[src/rtl/vending_ctrl_param.sv]
// ---------------------------------------------------------------------------
// vending_ctrl_param
//   Parametrised vending controller with a per-item price table, per-item
//   stock counters, a multi-add cart, cancel, inactivity timeout and restock.
//   Change and refunds are paid out one note per cycle using a greedy
//   largest-denomination-first rule.
//
// Ports
//   clk            rising-edge clock
//   rst            asynchronous active-low reset
//   coin           one-hot coin pulse {100,50,20,10,5}
//   start          begin selection (needs non-zero credit)
//   sel_qty        packed per-item quantities, item0 in the LSBs
//   add_more       add sel_qty to the cart this cycle
//   confirm        close the cart and attempt the purchase
//   cancel         abort and refund all money
//   restock_valid  restock strobe, honoured in IDLE only
//   restock_idx    item to restock
//   restock_qty    units to add to that item
//   coin_reject    1-cycle pulse: the last coin was not credited
//   total_amount   credited money
//   total_cost     cost latched when the cart is checked
//   dispense_valid 1-cycle pulse qualifying dispense_qty
//   dispense_qty   packed per-item units dispensed
//   note_valid     one note issued this cycle
//   note_denom     one-hot denomination, same encoding as coin
//   is_refund      qualifies note_valid: 1 refund, 0 change
//   change_total   amount being returned in CHANGE/REFUND
//   busy           controller is not IDLE
// ---------------------------------------------------------------------------
module vending_ctrl_param #(
    parameter int                         N_ITEMS    = 5,
    parameter int                         QTY_W      = 4,
    parameter int                         AMT_W      = 16,
    parameter logic [N_ITEMS*AMT_W-1:0]   PRICES     = {16'd100, 16'd50, 16'd5, 16'd10, 16'd20},
    parameter int                         STOCK_INIT = 9,
    parameter int                         TIMEOUT    = 64
) (
    input  logic                                              clk,
    input  logic                                              rst,
    input  logic [4:0]                                        coin,
    input  logic                                              start,
    input  logic [N_ITEMS*QTY_W-1:0]                          sel_qty,
    input  logic                                              add_more,
    input  logic                                              confirm,
    input  logic                                              cancel,
    input  logic                                              restock_valid,
    input  logic [((N_ITEMS > 1) ? $clog2(N_ITEMS) : 1)-1:0]  restock_idx,
    input  logic [QTY_W-1:0]                                  restock_qty,
    output logic                                              coin_reject,
    output logic [AMT_W-1:0]                                  total_amount,
    output logic [AMT_W-1:0]                                  total_cost,
    output logic                                              dispense_valid,
    output logic [N_ITEMS*QTY_W-1:0]                          dispense_qty,
    output logic                                              note_valid,
    output logic [4:0]                                        note_denom,
    output logic                                              is_refund,
    output logic [AMT_W-1:0]                                  change_total,
    output logic                                              busy
);

    localparam int IDX_W  = (N_ITEMS > 1) ? $clog2(N_ITEMS) : 1;
    localparam int TMR_W  = $clog2(TIMEOUT + 1);
    // Wide enough that the sum of all cart*price products can never wrap.
    localparam int COST_W = AMT_W + QTY_W + IDX_W + 1;

    localparam logic [2:0] ST_IDLE     = 3'd0;
    localparam logic [2:0] ST_SELECT   = 3'd1;
    localparam logic [2:0] ST_CHECK    = 3'd2;
    localparam logic [2:0] ST_DISPENSE = 3'd3;
    localparam logic [2:0] ST_CHANGE   = 3'd4;
    localparam logic [2:0] ST_REFUND   = 3'd5;

    // Monetary value of a one-hot denomination; anything else is worth 0.
    function automatic logic [AMT_W-1:0] denom_value(input logic [4:0] d);
        logic [AMT_W-1:0] v;
        case (d)
            5'b10000: v = AMT_W'(7'd100);
            5'b01000: v = AMT_W'(6'd50);
            5'b00100: v = AMT_W'(5'd20);
            5'b00010: v = AMT_W'(4'd10);
            5'b00001: v = AMT_W'(3'd5);
            default:  v = '0;
        endcase
        return v;
    endfunction

    // Largest note not exceeding the remaining amount; 0 when nothing fits.
    function automatic logic [4:0] greedy_denom(input logic [AMT_W-1:0] rem);
        logic [4:0] d;
        if (rem >= AMT_W'(7'd100)) begin
            d = 5'b10000;
        end else if (rem >= AMT_W'(6'd50)) begin
            d = 5'b01000;
        end else if (rem >= AMT_W'(5'd20)) begin
            d = 5'b00100;
        end else if (rem >= AMT_W'(4'd10)) begin
            d = 5'b00010;
        end else if (rem >= AMT_W'(3'd5)) begin
            d = 5'b00001;
        end else begin
            d = 5'b00000;
        end
        return d;
    endfunction

    // Quantity add that sticks at the all-ones maximum instead of wrapping.
    function automatic logic [QTY_W-1:0] sat_add_qty(input logic [QTY_W-1:0] a,
                                                     input logic [QTY_W-1:0] b);
        logic [QTY_W:0] s;
        s = {1'b0, a} + {1'b0, b};
        if (s[QTY_W]) begin
            return {QTY_W{1'b1}};
        end else begin
            return s[QTY_W-1:0];
        end
    endfunction

    logic [2:0]               state_r, state_s;
    logic [AMT_W-1:0]         total_amount_r, total_amount_s;
    logic [AMT_W-1:0]         total_cost_r, total_cost_s;
    logic [AMT_W-1:0]         change_total_r, change_total_s;
    logic [AMT_W-1:0]         remain_r, remain_s;
    logic [TMR_W-1:0]         timer_r, timer_s;
    logic [QTY_W-1:0]         cart_r  [N_ITEMS];
    logic [QTY_W-1:0]         cart_s  [N_ITEMS];
    logic [QTY_W-1:0]         stock_r [N_ITEMS];
    logic [QTY_W-1:0]         stock_s [N_ITEMS];
    logic                     coin_reject_r, coin_reject_s;
    logic                     dispense_valid_r, dispense_valid_s;
    logic [N_ITEMS*QTY_W-1:0] dispense_qty_r, dispense_qty_s;
    logic                     note_valid_r, note_valid_s;
    logic [4:0]               note_denom_r, note_denom_s;
    logic                     is_refund_r, is_refund_s;
    logic                     busy_r, busy_s;

    logic [COST_W-1:0]        cost_s;
    logic                     over_stock_s;
    logic                     cart_zero_s;
    logic                     coin_onehot_s;
    logic [AMT_W:0]           coin_sum_s;
    logic [4:0]               pay_denom_s;

    // Cart evaluation: full-width cost, stock shortfall and empty-cart flags.
    always_comb begin
        cost_s       = '0;
        over_stock_s = 1'b0;
        cart_zero_s  = 1'b1;
        for (int i = 0; i < N_ITEMS; i++) begin
            cost_s = cost_s + (COST_W'(cart_r[i]) * COST_W'(PRICES[i*AMT_W +: AMT_W]));
            if (cart_r[i] > stock_r[i]) begin
                over_stock_s = 1'b1;
            end else begin
                over_stock_s = over_stock_s;
            end
            if (cart_r[i] != '0) begin
                cart_zero_s = 1'b0;
            end else begin
                cart_zero_s = cart_zero_s;
            end
        end
    end

    // Coin qualification helpers and the next note to pay out.
    always_comb begin
        coin_onehot_s = (coin != 5'b00000) && ((coin & (coin - 5'b00001)) == 5'b00000);
        coin_sum_s    = {1'b0, total_amount_r} + {1'b0, denom_value(coin)};
        pay_denom_s   = greedy_denom(remain_r);
    end

    // Next-state and next-output logic for the whole controller.
    always_comb begin
        state_s          = state_r;
        total_amount_s   = total_amount_r;
        total_cost_s     = total_cost_r;
        change_total_s   = change_total_r;
        remain_s         = remain_r;
        timer_s          = timer_r;
        coin_reject_s    = 1'b0;
        dispense_valid_s = 1'b0;
        dispense_qty_s   = '0;
        note_valid_s     = 1'b0;
        note_denom_s     = 5'b00000;
        is_refund_s      = 1'b0;
        for (int i = 0; i < N_ITEMS; i++) begin
            cart_s[i]  = cart_r[i];
            stock_s[i] = stock_r[i];
        end

        // Coins count only in IDLE/SELECT, only one at a time, and never
        // past the accumulator range.
        if (coin != 5'b00000) begin
            if (coin_onehot_s && !coin_sum_s[AMT_W] &&
                ((state_r == ST_IDLE) || (state_r == ST_SELECT))) begin
                total_amount_s = coin_sum_s[AMT_W-1:0];
            end else begin
                coin_reject_s = 1'b1;
            end
        end else begin
            coin_reject_s = 1'b0;
        end

        case (state_r)
            ST_IDLE: begin
                if (start && (total_amount_r != '0)) begin
                    state_s = ST_SELECT;
                    timer_s = '0;
                end else begin
                    state_s = ST_IDLE;
                end
                // An out-of-range index matches no item and is dropped.
                if (restock_valid) begin
                    for (int i = 0; i < N_ITEMS; i++) begin
                        if (restock_idx == IDX_W'(i)) begin
                            stock_s[i] = sat_add_qty(stock_r[i], restock_qty);
                        end else begin
                            stock_s[i] = stock_r[i];
                        end
                    end
                end else begin
                    state_s = state_s;
                end
            end

            ST_SELECT: begin
                if (add_more) begin
                    for (int i = 0; i < N_ITEMS; i++) begin
                        cart_s[i] = sat_add_qty(cart_r[i], sel_qty[i*QTY_W +: QTY_W]);
                    end
                end else begin
                    timer_s = timer_r;
                end
                // Refund uses total_amount_s so a coin landing this cycle
                // is returned as well.
                if (cancel) begin
                    state_s        = ST_REFUND;
                    remain_s       = total_amount_s;
                    change_total_s = total_amount_s;
                    for (int i = 0; i < N_ITEMS; i++) begin
                        cart_s[i] = '0;
                    end
                end else if (confirm) begin
                    state_s = ST_CHECK;
                end else if (add_more || (coin != 5'b00000)) begin
                    timer_s = '0;
                end else if (timer_r == TMR_W'(TIMEOUT - 1)) begin
                    state_s        = ST_REFUND;
                    remain_s       = total_amount_s;
                    change_total_s = total_amount_s;
                    for (int i = 0; i < N_ITEMS; i++) begin
                        cart_s[i] = '0;
                    end
                end else begin
                    timer_s = timer_r + TMR_W'(1);
                end
            end

            ST_CHECK: begin
                if (|cost_s[COST_W-1:AMT_W]) begin
                    total_cost_s = {AMT_W{1'b1}};
                end else begin
                    total_cost_s = cost_s[AMT_W-1:0];
                end
                for (int i = 0; i < N_ITEMS; i++) begin
                    cart_s[i] = '0;
                end
                if ((|cost_s[COST_W-1:AMT_W]) || (cost_s > COST_W'(total_amount_r)) ||
                    over_stock_s || cart_zero_s) begin
                    state_s        = ST_REFUND;
                    remain_s       = total_amount_r;
                    change_total_s = total_amount_r;
                end else begin
                    // Dispense outputs become visible while in DISPENSE.
                    state_s          = ST_DISPENSE;
                    dispense_valid_s = 1'b1;
                    change_total_s   = total_amount_r - cost_s[AMT_W-1:0];
                    remain_s         = total_amount_r - cost_s[AMT_W-1:0];
                    for (int i = 0; i < N_ITEMS; i++) begin
                        dispense_qty_s[i*QTY_W +: QTY_W] = cart_r[i];
                        stock_s[i] = stock_r[i] - cart_r[i];
                    end
                end
            end

            ST_DISPENSE: begin
                state_s = ST_CHANGE;
            end

            ST_CHANGE, ST_REFUND: begin
                // A remainder below the smallest note is treated as settled
                // so the payout can never stall.
                if (pay_denom_s == 5'b00000) begin
                    state_s        = ST_IDLE;
                    remain_s       = '0;
                    total_amount_s = '0;
                    total_cost_s   = '0;
                end else begin
                    note_valid_s = 1'b1;
                    note_denom_s = pay_denom_s;
                    is_refund_s  = (state_r == ST_REFUND);
                    remain_s     = remain_r - denom_value(pay_denom_s);
                end
            end

            default: begin
                state_s = ST_IDLE;
            end
        endcase

        busy_s = (state_s != ST_IDLE);
    end

    // State and output registers.
    always_ff @(posedge clk or negedge rst) begin
        if (!rst) begin
            state_r          <= ST_IDLE;
            total_amount_r   <= '0;
            total_cost_r     <= '0;
            change_total_r   <= '0;
            remain_r         <= '0;
            timer_r          <= '0;
            coin_reject_r    <= 1'b0;
            dispense_valid_r <= 1'b0;
            dispense_qty_r   <= '0;
            note_valid_r     <= 1'b0;
            note_denom_r     <= 5'b00000;
            is_refund_r      <= 1'b0;
            busy_r           <= 1'b0;
            for (int i = 0; i < N_ITEMS; i++) begin
                cart_r[i]  <= '0;
                stock_r[i] <= QTY_W'(STOCK_INIT);
            end
        end else begin
            state_r          <= state_s;
            total_amount_r   <= total_amount_s;
            total_cost_r     <= total_cost_s;
            change_total_r   <= change_total_s;
            remain_r         <= remain_s;
            timer_r          <= timer_s;
            coin_reject_r    <= coin_reject_s;
            dispense_valid_r <= dispense_valid_s;
            dispense_qty_r   <= dispense_qty_s;
            note_valid_r     <= note_valid_s;
            note_denom_r     <= note_denom_s;
            is_refund_r      <= is_refund_s;
            busy_r           <= busy_s;
            for (int i = 0; i < N_ITEMS; i++) begin
                cart_r[i]  <= cart_s[i];
                stock_r[i] <= stock_s[i];
            end
        end
    end

    assign coin_reject    = coin_reject_r;
    assign total_amount   = total_amount_r;
    assign total_cost     = total_cost_r;
    assign dispense_valid = dispense_valid_r;
    assign dispense_qty   = dispense_qty_r;
    assign note_valid     = note_valid_r;
    assign note_denom     = note_denom_r;
    assign is_refund      = is_refund_r;
    assign change_total   = change_total_r;
    assign busy           = busy_r;

endmodule

[config.mk]
export PLATFORM = sky130hd
export DESIGN_NAME = vending_ctrl_param
export DESIGN_NICKNAME = d
export VERILOG_FILES = /design/src/rtl/vending_ctrl_param.sv
export SDC_FILE = /design/constraint.sdc
export NUM_CORES = 1
export LEC_CHECK = 0
export ABC_CLOCK_PERIOD_IN_PS = 12500
export CELL_PAD_IN_SITES_DETAIL_PLACEMENT = 0
export CELL_PAD_IN_SITES_GLOBAL_PLACEMENT = 1
export CORE_ASPECT_RATIO = 1.75
export CORE_UTILIZATION = 25
export CTS_CLUSTER_DIAMETER = 120
export CTS_CLUSTER_SIZE = 16
export DETAILED_ROUTE_END_ITERATION = 10
export DONT_BUFFER_PORTS = 1
export PLACE_DENSITY_LB_ADDON = 0.15
export SYNTH_ARGS = -nofsm -noshare
export SYNTH_HDL_FRONTEND = slang
export SYNTH_SLANG_ARGS = --single-unit
[constraint.sdc]
create_clock -name clk -period 12.5 [get_ports clk]
set_clock_uncertainty 0.15 [all_clocks]
set_input_delay 1.875 -clock clk [delete_from_list [all_inputs] [get_ports clk]]
set_output_delay 1.875 -clock clk [all_outputs]
set_load 0.005 [all_outputs]
# Yosys cells after proc, flatten, opt, wreduce, memory -nomap -nowiden
# Index checks and enable logic that the tools add are counted.
word_totals:
  output_inout_bits: 78
  inputBits: 39
  reg_bits: 144
op_classes:
  bitwise_logic: 1
  n_lt_le_gt_ge: 11
  n_mux: 84
  n_eq_ne: 35
  n_addsub: 24
  n_mul: 5
  n_reduce_logical: 38
op_table:
  columns: ["op", "n"]
  rows:
  - ["2-to-1 mux 16 bit", 14]
  - ["2-to-1 mux 20 bit", 9]
  - ["one-hot mux 20 bit (2 select lines)", 2]
  - ["one-hot mux 7 bit (5 select lines)", 2]
  - ["2-to-1 mux 4 bit", 16]
  - ["one-hot mux 16 bit (2 select lines)", 2]
  - ["adder 4 x 4 -> 5 bit", 10]
  - ["one-hot mux 16 bit (3 select lines)", 1]
  - ["2-to-1 mux 7 bit", 5]
  - ["AND reduction 4 bit", 7]
  - ["multiplier 4 x 3 -> 7 bit (second input constant)", 3]
  - ["2-to-1 mux 3 bit", 7]
  - ["greater-than comparator 4 bit", 5]
  - ["2-to-1 mux 1 bit", 20]
  - ["nonzero test 4 bit", 5]
  - ["subtractor 4 bit", 5]
  - ["multiplier 4 x 5 -> 9 bit (second input constant)", 2]
  - ["adder 16 x 16 -> 17 bit", 1]
  - ["greater-or-equal comparator 16 x 3 -> 1 bit (second input constant)", 1]
  - ["greater-or-equal comparator 16 x 4 -> 1 bit (second input constant)", 1]
  - ["greater-or-equal comparator 16 x 5 -> 1 bit (second input constant)", 1]
  - ["greater-or-equal comparator 16 x 6 -> 1 bit (second input constant)", 1]
  - ["greater-or-equal comparator 16 x 7 -> 1 bit (second input constant)", 1]
  - ["greater-than comparator 13 x 16 -> 1 bit", 1]
  - ["other kinds (39)", 76]

# Depth between registers and ports, before layout
logic_depth:
  word_depth: 13
  mapped_depth: 29
  mapped_depth_nobuf: 27

# Least setup slack after synthesis
# OpenSTA, ideal clock, no wires.
synth_path:
  kind: "register -> register"
  from: "register cart_r[13] in the netlist's numbering"
  to: "register change_total_r[3], in the netlist change_total[3]"
  setup_time_ps: 121
  path_slack_ps: 5681
  arrival_time_ps: 6548
  path_stages_with_launch: 30
  n_path_buf: 2
  cell_sequence: "dfrtp_1 ha_1 ha_1 fa_1 inv_1 fa_1 inv_1 ha_1 fa_1 inv_1 fa_1 inv_1 ha_1 nor2b_1 o21ai_0 a21oi_1 o21ai_0 a21oi_1 xor2_1 ha_1 nand2_1 o21ai_0 o21ai_0 a2bb2oi_1 and2_1 buf_2 buf_2 mux2i_1 nand2_1 a22o_1"
synth_via:
  elab_chain_len: 11
  elab_cells_between_ends: 22
  cone_classes: "add/sub: 5; mul: 1; order compare: 2; mux: 10; reduce/logical: 4"
synth_rtl:
  columns: ["item", "line_no", "text"]
  rows:
  - ["start, declared", "125", "logic [QTY_W-1:0] cart_r [N_ITEMS];"]
  - ["start signal, assigned by index", "348", "cart_r[i] <= cart_s[i];"]
  - ["multiplier 4 x 3 -> 7 bit", "150", "cost_s = cost_s + (COST_W'(cart_r[i]) * COST_W'(PRICES[i*AMT_W +: AMT_W]));"]
  - ["adder 9 x 8 -> 10 bit", "150", null]
  - ["adder 10 x 7 -> 11 bit", "150", null]
  - ["adder 11 x 10 -> 12 bit", "150", null]
  - ["adder 12 x 11 -> 13 bit", "150", null]
  - ["greater-than comparator 13 x 16 -> 1 bit", "267", "if ((|cost_s[COST_W-1:AMT_W]) || (cost_s > COST_W'(total_amount_r)) ||"]
  - ["logical OR 1 bit (2 in a row)", "267", null]
  - ["logical OR 1 bit", "268", "over_stock_s || cart_zero_s) begin"]
  - ["2-to-1 mux 16 bit (*)", "267", null]
  - ["one-hot mux 16 bit (2 select lines) (*)", "203", "case (state_r)"]
  - ["end signal, assigned", "337", "change_total_r <= change_total_s;"]
  - ["end, declared", "122", "logic [AMT_W-1:0] change_total_r, change_total_s;"]
# Mark *: on every way between the ends. The rest lies on a longest branch, timed or not.
# A chain may end at the register's enable or synchronous reset.

# Worst setup path in the final report
layout_path:
  from: "register cart_r[13] in the netlist's numbering"
  to: "register stock_r[13] in the netlist's numbering"
layout_via:
  elab_chain_len: 11
  elab_cells_between_ends: 24
  cone_classes: "add/sub: 5; mul: 1; order compare: 2; eq/ne: 1; mux: 10; reduce/logical: 5"
layout_rtl:
  columns: ["item", "line_no", "text"]
  rows:
  - ["multiplier 4 x 3 -> 7 bit", "150", null]
  - ["adder 9 x 8 -> 10 bit", "150", null]
  - ["adder 10 x 7 -> 11 bit", "150", null]
  - ["adder 11 x 10 -> 12 bit", "150", null]
  - ["adder 12 x 11 -> 13 bit", "150", null]
  - ["greater-than comparator 13 x 16 -> 1 bit", "267", null]
  - ["logical OR 1 bit (2 in a row)", "267", null]
  - ["logical OR 1 bit", "268", null]
  - ["inequality test 2 bit (no source line)", null, null]
  - ["AND reduction 4 bit (no source line)", null, null]
  - ["end signal, assigned by index", "331", "stock_r[i] <= QTY_W'(STOCK_INIT);"]
  - ["end signal, assigned by index", "349", "stock_r[i] <= stock_s[i];"]
  - ["end, declared", "127", "logic [QTY_W-1:0] stock_r [N_ITEMS];"]
# Parallel ways exist; a longest one is shown, timed or not. The select of a mux whose other input is x is not followed.

==> key figures <==
Worst hold path
  – Worst Hold Path EP: change_total[2]$_DFFE_PN0P_
  – Hold-critical path depth: 2
  – HP Class: register to register
  – HP Start: change_total[2]$_DFFE_PN0P_

Job
  – Max-cap violations: 0

Critical path
  – Startpoint Class: register
  – CP Max Fanout: 25
  – Worst path most repeated cell: ha_1
  – Reg2reg path depth: 28
  – Kind of critical path: register to register
  – Worst stage delay on the critical path: 0.87 ns
  – R2R setup slack: 4.49 ns
  – Crit-path slowest cell: a21oi_2
  – CP arrival: 8.18 ns
  – Worst path depth: 28
  – Worst path top cell family by delay: adder cells
  – Worst Setup End Kind: register
  – Crit path required time: 12.67 ns
  – Critical register-to-register path startpoint: cart_r[13]$_DFFE_PN0P_
  – CP bufs+invs: 5
  – Worst r2r dst: stock_r[13]$_DFFE_PN0P_

Logic synthesis
  – Cells after Synth: 1318
  – Seq cells post-synth: 141
  – Post-synthesis cell type count: 67
  – Syn Area/Cell: 8.96 sq um
  – Most used DFF post-synth: dfrtp_1
  – Yosys warning count: 0
  – EDFF count, synth: 0
  – Sequential area share after synthesis: 0.300
  – Asr flop ratio synth: 1.00
  – Mapped cell area: 0.0118 sq mm

Clocking
  – CTS buffer count: 17
  – Clock latency on the worst-skew pair: 0.45 ns
  – CTS H-tree depth: 4
  – CTS sink cnt: 141
  – CTS resizes: 0
  – Worst-path clk slew: 0.07 ns
  – CTS Buffer Depth: 2
  – CTS tree: built
  – Post-CTS Setup Inserts: 0
  – Hold_buf cts: 0
  – CTS Root Cell: clkbuf_16

Routing
  – Initial drt markers: 409
  – DR pass1 iterations: 10
  – ANT nets after route: 0
  – DR top layer: met4
  – Met3 wire length: 1.36 mm
  – DR WL/cell: 23.0 um
  – DR vias: 9497
  – DRC viols: 8
  – M1 WL: 15.9 mm
  – Post-Route WL: 43.7 mm
  – WL met2: 24.6 mm
  – Number of vias per cell: 5.01

Cells and area
  – Layout area overhead: 10.6%
  – Share of layout cells above drive strength 1: 0.0581
  – Ant diodes: 0
  – Nets: 1520

Die
  – Die X: 166 um
  – # IOs: 117
  – Initial Utilization: 0.252
  – Total core area: 0.0468 sq mm
  – Total Die Area: 0.0481 sq mm
  – Row Count: 105
  – Die Y: 289 um

Timing
  – Slew HR: 0.238
  – Final min period: 8.01 ns
  – Max Clk Rate: 125 MHz
  – Sum Neg Setup Slack: 0 ns
  – Worst-Margin Slew: 1.14 ns
  – Final Cycle Share: 0.641
  – RSZ-0062 raised after global routing: no
  – Slew Viols, Final: 0
  – Final Hold Vio Count: 0
  – Setup violators final: 0

Place
  – Post-DP HPWL: 34.2 mm
  – PortBufs: 0
  – GPL Wtd Cong: 0.843

Global routing
  – Vias in the first global route: 10100
  – Largest net degree at the start of global routing: 142
  – Total gr overflow: 0
  – Total GRT Usage: 0.186
  – First-pass GRT wire length: 65.4 mm
  – Initial antenna violation count: 1

Outcome
  – Failing checks: DRC
  – Status: finished, violations left
[area by class of cell]
cell class              instances  area [sq um]
clock inverters                13           190
fillers                      4977         33700
repair buffers                  9          67.6
inverters                     139           522
flip-flops and latches        141          3540
well taps                     588           736
multi-input cells             988          7560
clock buffers                  19           433
[how the worst max path moves through the flow]
stage / from / slack (ns) / to
after global routing: cart_r[13]$_DFFE_PN0P_ / 3.99 / stock_r[8]$_DFFE_PN1P_
after detailed placement: cart_r[13]$_DFFE_PN0P_ / 4.51 / stock_r[5]$_DFFE_PN0P_
after floorplan: cart_r[13]$_DFFE_PN0P_ / 5.68 / change_total[3]$_DFFE_PN0P_
after global placement: cart_r[13]$_DFFE_PN0P_ / 4.59 / stock_r[5]$_DFFE_PN0P_
after CTS: cart_r[13]$_DFFE_PN0P_ / 4.44 / stock_r[13]$_DFFE_PN0P_
final: cart_r[13]$_DFFE_PN0P_ / 4.49 / stock_r[13]$_DFFE_PN0P_
[layer usage]
layer	vias up	GRT usage
li1	4544	-
met1	4699	0.182
met2	195	0.378
met3	59	0.0303
met4	0	0.0840
met5	-	0
[cell families (layout without fill, tap and decap cells)]
kind of cell / count (synthesis) / count (layout) / synth area share
simple gates: 361 / 361 / 0.149
fa+ha+maj: 185 / 185 / 0.223
mux: 24 / 24 / 0.0209
flops: 141 / 141 / 0.300
buf+inv: 191 / 180 / 0.0626
compound gates: 330 / 330 / 0.181
xor+xnor: 85 / 85 / 0.0631
other cells: 1 / 3 / 0.000318
[worst register-to-register path: cells and delay by family (launching register included)]
kind | cells | cell delay, ns
compound gates | 8 | 2.16
xor+xnor | 1 | 0.20
fa+ha+maj | 9 | 3.60
buf+inv | 5 | 0.41
flops | 1 | 0.50
mux | 1 | 0.18
simple gates | 4 | 0.67
[Yosys cell counts (12+ instances only)]
| cell | n | area share |
|---|---|---|
| a211oi_1 | 14 | 0.0089 |
| a21o_1 | 29 | 0.018 |
| a21oi_1 | 72 | 0.031 |
| and3_1 | 12 | 0.0064 |
| clkbuf_1 | 35 | 0.011 |
| dfrtp_1 | 131 | 0.28 |
| fa_1 | 43 | 0.073 |
| ha_1 | 142 | 0.15 |
| inv_1 | 139 | 0.044 |
| mux2i_1 | 19 | 0.016 |
| nand2_1 | 83 | 0.026 |
| nand2b_1 | 15 | 0.0079 |
| nor2_1 | 111 | 0.035 |
| nor2b_1 | 29 | 0.015 |
| nor3_1 | 41 | 0.017 |
| o211ai_1 | 15 | 0.0095 |
| o21a_1 | 18 | 0.011 |
| o21ai_0 | 77 | 0.033 |
| o22ai_1 | 29 | 0.015 |
| o31ai_1 | 16 | 0.010 |
| or3_1 | 13 | 0.0069 |
| xnor2_1 | 70 | 0.052 |
| xor2_1 | 15 | 0.011 |
[registers in the layout, summed over array words and instances (netlist names)]
| name | cells |
|---|---|
| busy | 1 |
| cart_r | 20 |
| change_total | 16 |
| coin_reject | 1 |
| dispense_qty | 20 |
| dispense_valid | 1 |
| is_refund | 1 |
| note_denom | 5 |
| note_valid | 1 |
| remain_r | 16 |
| state_r | 3 |
| stock_r | 20 |
| timer_r | 7 |
| total_amount | 16 |
| total_cost | 13 |
[per-stage QoR]
step	hold slack, ns	utilization	instances	instance area, sq um	setup WS [ns]
5_1_grt	0.381	0.279	1897	13100	3.99
4_1_cts	0.352	0.279	1897	13100	4.44
3_5_place_dp	0.336	0.266	1865	12400	4.51
2_1_floorplan	0.298	-	1320	11800	5.68
3_3_place_gp	0.328	0.266	1865	12400	4.59
6_report	0.343	0.279	1897	13100	4.49
[placed cells by master (no fill, tap or decap), drive strengths merged, types with 19 or more instances in the layout]
| master | count |
|---|---|
| a21oi | 74 |
| nor3 | 42 |
| xnor2 | 70 |
| o21ai | 79 |
| nor2 | 111 |
| o22ai | 29 |
| nand2 | 83 |
| clkbuf | 19 |
| dfrtp | 131 |
| a21o | 29 |
| fa | 43 |
| inv | 140 |
| mux2i | 19 |
| nor2b | 29 |
| ha | 142 |
Power is not shown: default switching activity piles up to over one toggle a cycle in this logic, so the estimate is an artifact.
